`config.mk`:
```
export PLATFORM = sky130hd
export DESIGN_NAME = cc_tag_refill
export DESIGN_NICKNAME = d
export VERILOG_FILES = /design/src/rtl/cc_tag_refill.sv
export SDC_FILE = /design/constraint.sdc
export NUM_CORES = 1
export LEC_CHECK = 0
export BUFFER_PORTS_ARGS = -buffer_cell sky130_fd_sc_hd__buf_4
export CAP_MARGIN = 0
export CORE_MARGIN = 3
export CORE_UTILIZATION = 50
export DETAILED_ROUTE_END_ITERATION = 16
export GPL_TIMING_DRIVEN = 0
export PLACE_DENSITY = 0.83
export SYNTH_ARGS = -nofsm -noshare
export SYNTH_HDL_FRONTEND = slang
export SYNTH_SLANG_ARGS = --single-unit
```
`constraint.sdc`:
```
create_clock -name clk -period 4.2 [get_ports clk]
set_input_delay 0.84 -clock clk [delete_from_list [all_inputs] [get_ports clk]]
set_output_delay 0.84 -clock clk [all_outputs]
set_load 0.1 [all_outputs]
```
`src/rtl/cc_tag_refill.sv`:
```
// Sweeps the tag SRAM to invalid after reset, then refills one line per miss (AR/R -> data SRAM -> tag commit).
// Latency: 1 (REQ) + BEATS + 1 (TAG) cycles after capture, excluding AR/R stalls.
// Backpressure: AR held stable until ar_ready_i; beats are consumed only on r_valid_i.
module cc_tag_refill #(
    parameter int TAG_W  = 17,
    parameter int IDX_W  = 9,
    parameter int OFF_W  = 6,
    parameter int DATA_W = 64,
    parameter int BEATS  = 8
) (
    input  logic                 clk,
    input  logic                 rst_n,
    input  logic                 miss_i,
    input  logic [TAG_W-1:0]     tag_i,
    input  logic [IDX_W-1:0]     index_i,
    output logic                 ar_valid_o,
    input  logic                 ar_ready_i,
    output logic [31:0]          araddr_o,
    input  logic                 r_valid_i,
    output logic                 r_ready_o,
    input  logic [DATA_W-1:0]    r_data_i,
    input  logic                 r_last_i,
    output logic                 data_wren_o,
    output logic [IDX_W+3-1:0]   data_waddr_o,
    output logic [DATA_W-1:0]    data_wdata_o,
    output logic                 tag_wren_o,
    output logic [IDX_W-1:0]     tag_waddr_o,
    output logic [TAG_W:0]       tag_wdata_o,
    output logic                 init_done_o,
    output logic                 busy_o,
    output logic                 fill_done_o,
    output logic                 proto_err_o
);

    typedef enum logic [2:0] {INIT, IDLE, REQ, DATA, TAG} state_t;

    localparam logic [2:0] LAST_BEAT = 3'(BEATS - 1);

    state_t               state_q, state_d;
    logic                 armed_q;
    logic [IDX_W-1:0]     sweep_q;
    logic                 init_done_q;
    logic [TAG_W-1:0]     cap_tag_q;
    logic [IDX_W-1:0]     cap_idx_q;
    logic [2:0]           beat_q;
    logic                 proto_err_q;
    logic [IDX_W+3-1:0]   data_waddr_q;
    logic [DATA_W-1:0]    data_wdata_q;
    logic [IDX_W-1:0]     tag_waddr_q;
    logic [TAG_W:0]       tag_wdata_q;

    logic sweep_wr;
    logic beat_fire;

    // armed_q keeps every output low while reset is held, including the INIT sweep writes.
    assign sweep_wr  = (state_q == INIT) && armed_q;
    assign beat_fire = (state_q == DATA) && r_valid_i;

    always_comb begin
        state_d = state_q;
        case (state_q)
            INIT:    if (sweep_wr && (sweep_q == '1)) state_d = IDLE;
            IDLE:    if (miss_i && init_done_q) state_d = REQ;
            REQ:     if (ar_ready_i) state_d = DATA;
            DATA:    if (beat_fire && (beat_q == LAST_BEAT)) state_d = TAG;
            TAG:     state_d = IDLE;
            default: state_d = INIT;
        endcase
    end

    always_comb begin
        ar_valid_o   = (state_q == REQ);
        araddr_o     = {cap_tag_q, cap_idx_q, {OFF_W{1'b0}}};
        r_ready_o    = (state_q == DATA);
        fill_done_o  = (state_q == TAG);
        busy_o       = armed_q && (state_q != IDLE);
        init_done_o  = init_done_q;
        proto_err_o  = proto_err_q;

        data_wren_o  = beat_fire;
        data_waddr_o = data_waddr_q;
        data_wdata_o = data_wdata_q;
        if (beat_fire) begin
            data_waddr_o = {cap_idx_q, beat_q};
            data_wdata_o = r_data_i;
        end

        tag_wren_o  = sweep_wr || (state_q == TAG);
        tag_waddr_o = tag_waddr_q;
        tag_wdata_o = tag_wdata_q;
        if (sweep_wr) begin
            tag_waddr_o = sweep_q;
            tag_wdata_o = '0;
        end else if (state_q == TAG) begin
            tag_waddr_o = cap_idx_q;
            tag_wdata_o = {1'b1, cap_tag_q};
        end
    end

    always_ff @(posedge clk or negedge rst_n) begin
        if (!rst_n) begin
            state_q      <= INIT;
            armed_q      <= 1'b0;
            sweep_q      <= '0;
            init_done_q  <= 1'b0;
            cap_tag_q    <= '0;
            cap_idx_q    <= '0;
            beat_q       <= '0;
            proto_err_q  <= 1'b0;
            data_waddr_q <= '0;
            data_wdata_q <= '0;
            tag_waddr_q  <= '0;
            tag_wdata_q  <= '0;
        end else begin
            state_q <= state_d;
            armed_q <= 1'b1;

            if (sweep_wr) begin
                sweep_q <= sweep_q + 1'b1;
                if (sweep_q == '1) init_done_q <= 1'b1;
            end

            if ((state_q == IDLE) && miss_i && init_done_q) begin
                cap_tag_q <= tag_i;
                cap_idx_q <= index_i;
            end

            if ((state_q == REQ) && ar_ready_i) beat_q <= '0;
            else if (beat_fire) beat_q <= beat_q + 1'b1;

            // r_last_i is only checked; the line length is fixed by the beat count.
            if (beat_fire && (r_last_i != (beat_q == LAST_BEAT))) proto_err_q <= 1'b1;

            if (data_wren_o) begin
                data_waddr_q <= data_waddr_o;
                data_wdata_q <= data_wdata_o;
            end
            if (tag_wren_o) begin
                tag_waddr_q <= tag_waddr_o;
                tag_wdata_q <= tag_wdata_o;
            end
        end
    end

endmodule

```
======== Word level (Yosys, flattened, before mapping) ========
Index checks and enable logic that the tools add are counted.
W data, S select, Z words.
cells by class
  shift-type cells ........................ 0
  order comparisons ....................... 0
  eq/ne operators ......................... 12
  divide/modulo/power cells ............... 0
  muxes and demuxes ....................... 13
  bitwise logic cells ..................... 0
  $add $sub $neg .......................... 2
  multipliers ............................. 0
  reductions and logical operators ........ 15
operators by type and width
  kind                   count
  $mux W64               1
  $mux W18               2
  $mux W3                6
  $mux W9                2
  $pmux W3 S5            1
  $mux W12               1
  $logic_and A1 B1 Y1    10
  $add A9 B1 Y9 const B  1
  $eq A9 B9 Y1 const B   1
  $eq A3 B2 Y1 const B   2
  $eq A3 B3 Y1 const B   2
  $ne A2 B1 Y1 const B   3
  $reduce_and A4 Y1      1
  $add A3 B1 Y3 const B  1
  $eq A3 B1 Y1 const B   1
  $logic_not A3 Y1       1
  $ne A3 B1 Y1 const B   1
  $ne A2 B2 Y1 const B   1
  $reduce_and A2 Y1      1
  $reduce_bool A2 Y1     1
  $logic_or A1 B1 Y1     1
  $ne A1 B1 Y1           1
storage, ports and cells
  flip-flop bits (word level) ............. 147
  bits in read-only memories .............. 0
  memories ................................ 0
  latch bits .............................. 0
  memory bits (writable) .................. 0

======== Depth between registers and ports, before layout ========
  depth after elaboration ................. 5
  depth in mapped cells ................... 7
  gate-level depth less buffers ........... 7

======== Worst setup path after synthesis ========
OpenSTA, ideal clock, no wires.
  kind .................................... reg2out
  start point ............................. register state_q[1]
  end point ............................... output port tag_waddr_o[1]
  slack ................................... 170 ps
  data arrival time ....................... 3190 ps
  buffers on the path ..................... 1
  stages on the path, launching flop included .. 5
  cells stage by stage .................... dfrtp_1 buf_2 nor2_1 a31oi_1 o21ai_0
on the way
  word-level cells in the longest chain between the ends .. 3
RTL lines
  element                                           line    source
  start, declared                                   39      state_t state_q, state_d;
  start signal, assigned                            115     state_q <= state_d;
  $eq A3 B3 Y1 or $logic_not A3 Y1 (tied branches)  94, 56
  $mux W9 or $logic_and A1 B1 Y1 (tied branches)    94, 56
  $mux W9 *                                         91      if (sweep_wr) begin
  end, declared                                     27      output logic [IDX_W-1:0] tag_waddr_o,
Mark *: on every way between the ends. The rest lies on a longest branch, timed or not.

======== Final worst setup path ========
  start point ............................. register state_q[1]
  end point ............................... output port data_wdata_o[55]
on the way
  word-level cells in the longest chain between the ends .. 3
RTL lines
  element              line  source
  $eq A3 B2 Y1         57    assign beat_fire = (state_q == DATA) && r_valid_i;
  $logic_and A1 B1 Y1  57
  $mux W64             83    if (beat_fire) begin
  end, declared        25    output logic [DATA_W-1:0] data_wdata_o,
Every way passes these cells.

==> impl_metrics.tcl <==
set metrics [dict create \
    outcome "complete, no violations" \
    internal_power_mw 2.322 \
    min_period_over_period_pct 84.60 \
    cts_made_buffers 17 \
    drive_gt1_share_pct 34.43 \
    post_synth_and_or_nand_nor_area_fraction_pct 22.98 \
    syn_area_sq_mm 0.006387 \
    cap_violations 0 \
    p_leak_nw 5.533 \
    die_h_microns 119.0 \
    synthXorXnorAreaFrac_pct 1.234 \
    powerDensity_mw_per_mm2 332.5 \
    drc 0 \
    insertion_delay_ps 420 \
    worstMarginPinSlew_ps 606.7 \
    die_width_microns 119.0 \
    placed_cells 1077 \
    avgSynthCellArea_sq_um 9.519 \
    synth_top_family_by_area "simple AND/OR/NAND/NOR gates" \
    synth_top_area_cell "dfrtp_1" \
    peakVddDrop_uv 314.8 \
    ctsResizeCount 0 \
    slowest_delay_ps 420 \
    antenna_cells 0 \
    grt_use_total_pct 24.20 \
    critical_path.cell_chain "buf_2 -> nand4b_1 -> buf_2 -> buf_1 -> nand2_1 -> nand2_1 -> buf_4" \
    cts_hold_buf 0 \
    io_pins 239 \
    ys.flop_type "dfrtp_1" \
    synthMostInstantiatedCell "nand2_1" \
    yosysSeqAreaShare_pct 57.59 \
    wl_mm 16.99 \
    async_reset_ff_share_pct 100.0 \
    synthAdderAreaFrac_pct 0.7835 \
    rsz0062_at_grt "no" \
    grt_max_degree 88 \
    nets 1028 \
    antenna_found_initial 0 \
    cts-root-buf "clkbuf_16" \
    rows 40 \
    post_drt_wl_per_cell_microns 15.32 \
    gp_congestion 0.8709 \
    area_growth_pct 40.18 \
    firstDrtPassIters 6 \
    tns_ps 0 \
    yosys-top-cells-count "321 x nand2_1, 147 x dfrtp_1, 34 x a22o_1" \
    power_mw 2.977 \
    synth_mux_area_share_pct 4.584 \
    synth_compound_area_share_pct 9.089 \
    drt_iter0_drc 490 \
    clock.fmax_ghz 0.2814 \
    worstPathMaxFanout 10 \
    synth_edf_count 0 \
    setup_viol 0 \
    clk_pin_slew_ps 60 \
    core_area_sq_mm 0.01226 \
    slew_viol_final 0 \
    worst_hold_path_type "in2async" \
    ys_warn_count 0 \
    clock_path_buffers 2 \
    fin_cells 1109 \
    initial_core_util_pct 52.09 \
    grt_pass1_wl_mm 27.19 \
    synthDistinctLibCells 37 \
    routed_via_density 4.988 \
    crit_type "reg2out" \
    cp.required_ps 3360 \
    min_period_ps 3553 \
    power.switching_uw 654.5 \
    cp_data_arrival_time_ps 2710 \
    port_buffers 232 \
    startpoint_type "flip-flop" \
    slew_headroom_pct 59.25 \
    hold_violations 0 \
    synth_area_leaders "dfrtp_1 58%, nand2_1 19%, a22o_1 4.7%" \
    p_sw_share_pct 21.99 \
    clock_power_share_pct 48.0 \
    cpMaxStageDelayCell "dfrtp_1" \
    synth_top_area_share_pct 57.59 \
    cts_tree "done" \
    fillers 925 \
    final.setup_skew_ps 8.833 \
    p_comb_share_pct 4.4 \
    postRouteAntennaNets 0 \
    postCtsSetupBuffers 0 \
    cp-end-kind "output pin" \
    p_seq_share_pct 47.6 \
    vias 5532 \
    cts_htree_levels 4 \
    syn_inst 671 \
    grt-ovfl-total 0 \
    ys_ff_latch 147 \
    grt_pass1_vias 5519 \
    cts_num_sinks 147 \
    die_area_sq_mm 0.01417 \
    dp_hpwl_mm 12.55 \
]
==> worst paths after layout <==
path                             start                to  slack, ps  cells after the start
max in group asynchronous        rst_n         beat_q[1]       2980                      2
min reg2reg                proto_err_o       proto_err_o        460                      1
max                         state_q[1]  data_wdata_o[55]        650                      7
min in group clk           proto_err_o       proto_err_o        460                      1
max reg2reg                 state_q[0]  data_wdata_q[60]       2130                      6
min                              rst_n    tag_waddr_q[2]        390                      1
==> final cells by class <==
class	count	area (sq um)	share of cell area (%)
Buffer	41	220.2	2.459
Clock buffer	19	452.9	5.059
Clock inverter	13	111.4	1.244
Inverter	3	11.26	0.1258
Multi-Input combinational cell	485	2496	27.88
Sequential cell	147	3679	41.08
Tap cell	168	210.2	2.348
Timing Repair Buffer	233	1773	19.80
==> layout by cell type (no fill, tap or decap), drive strengths merged, types with 2 or more instances in the layout <==
cell,count
buf,264
mux2,26
nor3,3
inv,3
dfrtp,147
a31oi,9
a21o,4
a22o,34
nor2,12
clkinvlp,4
a22oi,9
clkinv,8
nor2b,9
xnor2,3
nor3b,2
a211oi,2
conb,7
ha,4
xor2,6
nand2,321
clkbuf,29
nor4,2
o21ai,18
nand3,3
a21oi,3
==> metal layers <==
metal | vias up | GRT usage, % | share of wire [%]
met3 | 27 | 7.597 | 8.0
met1 | 2612 | 29.53 | 41
met2 | 204 | 40.06 | 49
met4 | 0 | 9.558 | 2.2
met5 | - | 0 | 0
li1 | 2689 | - | -
==> stage by stage <==
step                      setup WS, ps  instance area (sq um)  hold WS (ps)  utilization (%)
after global placement           772.1                   8358         443.5            68.16
after detailed placement         774.1                   8389         456.4            68.42
final                            646.7                   8954         389.3            73.02
after floorplan                  169.6                   6406         439.4                -
after global routing             470.5                   8954         415.6            73.02
after CTS                        609.6                   8954         405.8            73.02
==> worst max-delay path: cells and delay by family, from the launching register on <==
family,cells,cell delay [ps]
flops,1,420
buf+inv,4,1230
simple gates,3,630
==> power by group through the flow <==
stage	Sequential (mW)	Combinational (mW)	Clock [mW]
finish	1.42	0.131	1.43
global route	1.42	0.143	1.51
CTS	1.42	0.132	1.45
detailed placement	1.44	0.132	0
global placement	1.44	0.127	0
floorplan	1.44	0.0318	0
==> state kept, by name (all words and copies together) (netlist names) <==
register	flops
proto_err_o	1
tag_wdata_q	18
tag_waddr_q	9
sweep_q	9
armed_q	1
cap_idx_q	9
cap_tag_q	17
data_wdata_q	64
data_waddr_q	12
beat_q	3
init_done_o	1
state_q	3
==> cells by family (layout without fill, tap and decap cells) <==
family                   count (synthesis)  in the layout
AO/OA/AOI/OAI                           80             80
XOR/XNOR                                 9              9
adder cells (fa/ha/maj)                  4              4
buffers and inverters                   44            309
flip-flops                             147            147
multiplexers                            26             26
other                                    2              7
AND/OR/NAND/NOR                        359            359
(Power assumes the default switching activity.)
